## config.mk

```make
export PLATFORM = sky130hd
export DESIGN_NAME = data_mem_arbiter
export DESIGN_NICKNAME = d
export VERILOG_FILES = /design/src/rtl/data_mem_arbiter.sv
export SDC_FILE = /design/constraint.sdc
export NUM_CORES = 1
export LEC_CHECK = 0
export CAP_MARGIN = 10
export CORE_AREA = 2 2 230 232
export CTS_CLUSTER_SIZE = 16
export DETAILED_ROUTE_END_ITERATION = 10
export DIE_AREA = 0 0 232 234
export PLACE_DENSITY = 0.43
export REMOVE_ABC_BUFFERS = 1
export SLEW_MARGIN = 20
export SYNTH_ARGS = -nofsm -noshare
export SYNTH_HDL_FRONTEND = slang
export SYNTH_SLANG_ARGS = --single-unit
```

## constraint.sdc

```tcl
create_clock -name CLK -period 10.4 [get_ports CLK]
set_input_delay 2.6 -clock CLK [delete_from_list [all_inputs] [get_ports CLK]]
set_output_delay 2.6 -clock CLK [all_outputs]
set_load 0.02 [all_outputs]
```

## src/rtl/data_mem_arbiter.sv

```systemverilog
// Two-port data memory arbiter: IDLE/ACCESS/RESP FSM, one transaction per two cycles.
// Define DMEM_ARB_RR_EN for round-robin arbitration; default build is fixed priority (port 0 wins).
module data_mem_arbiter #(
    parameter int AW = 64,
    parameter int DW = 64
) (
    input  logic          CLK,
    input  logic          RST,
    input  logic          req0,
    input  logic          we0,
    input  logic [AW-1:0] addr0,
    input  logic [DW-1:0] wdata0,
    input  logic          req1,
    input  logic          we1,
    input  logic [AW-1:0] addr1,
    input  logic [DW-1:0] wdata1,
    output logic          gnt0,
    output logic          gnt1,
    output logic          rvalid0,
    output logic          rvalid1,
    output logic [DW-1:0] rdata0,
    output logic [DW-1:0] rdata1,
    output logic          mem_en,
    output logic          mem_we,
    output logic [AW-1:0] mem_addr,
    output logic [DW-1:0] mem_wdata,
    input  logic [DW-1:0] mem_rdata
);

    typedef enum logic [1:0] {IDLE, ACCESS, RESP} state_t;

    state_t        state;
    state_t        state_nxt;
    logic          sel;
    logic          win;
    logic          arb;
    logic          lat_we;
    logic [AW-1:0] lat_addr;
    logic [DW-1:0] lat_wdata;
    logic [DW-1:0] resp_data;

`ifdef DMEM_ARB_RR_EN
    logic ptr;

    // Pointer only breaks ties; a lone requester always wins.
    always_comb begin
        win = req1;
        if (req0 && req1) begin
            win = ptr;
        end
    end
`else
    always_comb begin
        win = !req0;
    end
`endif

    // Arbitration edges are the ends of IDLE and RESP only.
    assign arb = (state != ACCESS) && (req0 || req1);

    always_comb begin
        state_nxt = IDLE;
        case (state)
            IDLE:    state_nxt = arb ? ACCESS : IDLE;
            ACCESS:  state_nxt = RESP;
            RESP:    state_nxt = arb ? ACCESS : IDLE;
            default: state_nxt = IDLE;
        endcase
    end

    always_ff @(posedge CLK) begin
        if (RST) begin
            state <= IDLE;
            sel   <= 1'b0;
`ifdef DMEM_ARB_RR_EN
            ptr   <= 1'b0;
`endif
        end else begin
            state <= state_nxt;
            if (arb) begin
                sel <= win;
`ifdef DMEM_ARB_RR_EN
                ptr <= !win;
`endif
            end
        end
    end

    // Request payload is latched without reset; it is only observed in ACCESS/RESP.
    always_ff @(posedge CLK) begin
        if (arb) begin
            lat_we    <= win ? we1    : we0;
            lat_addr  <= win ? addr1  : addr0;
            lat_wdata <= win ? wdata1 : wdata0;
        end
    end

    assign resp_data = lat_we ? '0 : mem_rdata;

    always_comb begin
        gnt0      = 1'b0;
        gnt1      = 1'b0;
        rvalid0   = 1'b0;
        rvalid1   = 1'b0;
        rdata0    = '0;
        rdata1    = '0;
        mem_en    = 1'b0;
        mem_we    = 1'b0;
        mem_addr  = '0;
        mem_wdata = '0;
        if (state == ACCESS) begin
            gnt0      = !sel;
            gnt1      = sel;
            mem_en    = 1'b1;
            mem_we    = lat_we;
            mem_addr  = lat_addr;
            mem_wdata = lat_wdata;
        end else if (state == RESP) begin
            rvalid0 = !sel;
            rvalid1 = sel;
            if (sel) begin
                rdata1 = resp_data;
            end else begin
                rdata0 = resp_data;
            end
        end
    end

endmodule

```

==> flow_metrics.env <==
export IMPL_status="finished, final reports clean"
export IMPL_cts_root_buf="clkbuf_16"
export IMPL_arrival_ns=4.14
export IMPL_clk_latency_ns=0.46
export IMPL_cts_resized=0
export IMPL_via_per_inst=3.71
export IMPL_timing_final_ws_setup_ns=3.66
export IMPL_tightestPinTransition_ns=0.949
export IMPL_critPathMaxStageDelay_ns=0.68
export IMPL_ys_seq_area_frac=0.502
export IMPL_finalMaxSlewViolations=0
export IMPL_syn_to_final_growth_pct=89.4
export IMPL_cts_tree="built"
export IMPL_drtAntennaViolNets=0
export IMPL_fp_dieH_um=234
export IMPL_crit_fanout=2
export IMPL_cts_sinks=132
export IMPL_period_share=0.648
export IMPL_clkTransAtPathRegs_ns=0.06
export IMPL_grt_max_degree=129
export IMPL_cts_buffers=17
export IMPL_yosys_warnings=0
export IMPL_worstHoldPathType="reg -> reg"
export IMPL_leakagePower_nw=5.88
export IMPL_htreeDepth=4
export IMPL_netlist_instances=590
export IMPL_dieArea_um2=54300
export IMPL_io_pins=588
export IMPL_cp_cell_sequence="clkdlybuf4s50_1 -> and3_1 -> clkdlybuf4s50_1"
export IMPL_clk_path_buf_depth=2
export IMPL_hold_viol_final=0
export IMPL_setup_viol=0
export IMPL_grt_ovfl_total=0
export IMPL_cts_hold_buf=0
export IMPL_pre_cts_slack_ns=3.64
export IMPL_wl_um=37000
export IMPL_fp_row_count=84
export IMPL_drt_drc_violations_left=0
export IMPL_seq_power_share=0.384
export IMPL_finalWeightedCongestion=0.867
export IMPL_slowest_stage="clkdlybuf4s50_1"
export IMPL_die_w_um=232
export IMPL_max_freq_mhz=148
export IMPL_routedWlPerCell_um=20.0
export IMPL_grt_pass1_wl_um=49600
export IMPL_coreArea_um2=52000
export IMPL_drive_gt1_frac=0.150
export IMPL_post_route_min_period_ns=6.74
export IMPL_nets=1475
export IMPL_finClkSkew_ns=0.0109
export IMPL_syn_avg_cell_area_um2=13.3
export IMPL_dr_total_vias=6851
export IMPL_yosysUniqueCellTypes=20
export IMPL_final_cell_mix="586 x clkdlybuf4s50_1, 132 x and2_1, 129 x edfxtp_1"
export IMPL_final_common_cell="clkdlybuf4s50_1"
export IMPL_post_cts_setup_buffers=0
export IMPL_drt_pre_antenna_iters=4
export IMPL_cap_viol_max_count=0
export IMPL_ys_ff_latch=132
export IMPL_port_buffers=587
export IMPL_drtIter0Drc=251
export IMPL_peakVddDrop_mv=0.0808
export IMPL_place_detailed_hpwl_um=29200
export IMPL_grt_pass1_vias=6939
export IMPL_start_util=0.151
export IMPL_swShare=0.262
export IMPL_p_int_mw=1.27
export IMPL_track_usage=0.131
export IMPL_clkPwrFrac=0.367
export IMPL_p_switching_mw=0.450
export IMPL_cpMostUsedCell="clkdlybuf4s50_1"
export IMPL_pwr_share_comb=0.249
export IMPL_rsz0062_at_grt="no"
export IMPL_worstPathRequired_ns=7.80
export IMPL_critical_path_class="in -> out"
export IMPL_diodes=0
export IMPL_fin_setup_tns_ns=0
export IMPL_start_kind="primary input"
export IMPL_pwr_density_cell_nw_per_um2=116
export IMPL_end_kind="output port"
export IMPL_antenna_found_initial=0
export IMPL_max_slew_margin=0.367
export IMPL_syn_area_um2=7840
[cell usage after synthesis (all sizes together)]
cell    instances  share of area
and2          132           0.11
edfxtp        129           0.49
mux2          129           0.23
and3          128           0.10
buf            44          0.047
clkbuf         13         0.0080
nor2            5         0.0024
dfxtp           3         0.0077
a211oi          1        0.00096
a21oi           1        0.00064
and2b           1        0.00096
inv             1        0.00080
nand2b          1         0.0011
nor2b           1         0.0011
nor3            1        0.00064
[per-layer routing]
| layer | wire, µm | vias up | part of all wire | global-route usage |
|---|---|---|---|---|
| li1 | - | 3241 | - | - |
| met1 | 12600 | 3183 | 0.34 | 0.124 |
| met2 | 18700 | 388 | 0.51 | 0.233 |
| met3 | 3550 | 39 | 0.096 | 0.0551 |
| met4 | 2050 | 0 | 0.055 | 0.0867 |
| met5 | 0 | - | 0 | 0 |
[cells by family (layout without fill, tap and decap cells)]
logic type,count (synthesis),in the layout,share of synthesized area
compound gates,2,2,0.00160
buf+inv,58,629,0.0557
flops,132,132,0.502
mux,129,129,0.227
simple gates,269,269,0.214
[power by group through the flow]
stage               Clock [mW]  Combinational (mW)  Sequential (mW)
floorplan                    0               0.163            0.674
global placement             0               0.433            0.670
detailed placement           0               0.433            0.672
CTS                      0.662               0.435            0.661
global route             0.676               0.455            0.665
finish                   0.630               0.427            0.659
[cell type report]
type	count	area, µm²
multi-input cells	400	3490
inverters	1	6.26
well taps	688	861
clock buffers	17	425
clock inverters	14	164
fillers	5453	37200
flip-flops and latches	132	3930
repair buffers	597	5970
[path summary, 6_finish.rpt]
check / startpoint / endpoint / slack (ns) / cells past startpoint
max: mem_rdata[45] / rdata1[45] / 3.66 / 3
min: state[0]$_SDFF_PP0_ / state[0]$_SDFF_PP0_ / 0.61 / 1
max reg2reg: state[1]$_SDFF_PP0_ / lat_wdata[6]$_DFFE_PP_ / 7.33 / 6
min reg2reg: state[0]$_SDFF_PP0_ / state[0]$_SDFF_PP0_ / 0.61 / 1
[worst max-delay path: cells and delay by family]
family	cells	cell delay, ns
and+or+nand+nor	1	0.24
buffers and inverters	2	1.29
[through the flow]
| step | cells | hold WS (ns) | instance area [µm²] | power (mW) | util |
|---|---|---|---|---|---|
| after global placement | 1817 | 0.580 | 14200 | 1.10 | 0.274 |
| final | 1849 | 0.615 | 14900 | 1.72 | 0.286 |
| after floorplan | 533 | 0.482 | 7410 | 0.837 | - |
| after CTS | 1848 | 0.619 | 14800 | 1.76 | 0.285 |
| after global routing | 1849 | 0.639 | 14900 | 1.80 | 0.286 |
| after detailed placement | 1817 | 0.601 | 14200 | 1.10 | 0.274 |
[flip-flops by register name, indices dropped and copies added, names as in the netlist]
register,cells
lat_addr,64
lat_wdata,64
lat_we,1
sel,1
state,2
No activity file was read; power rests on OpenSTA's default activity.
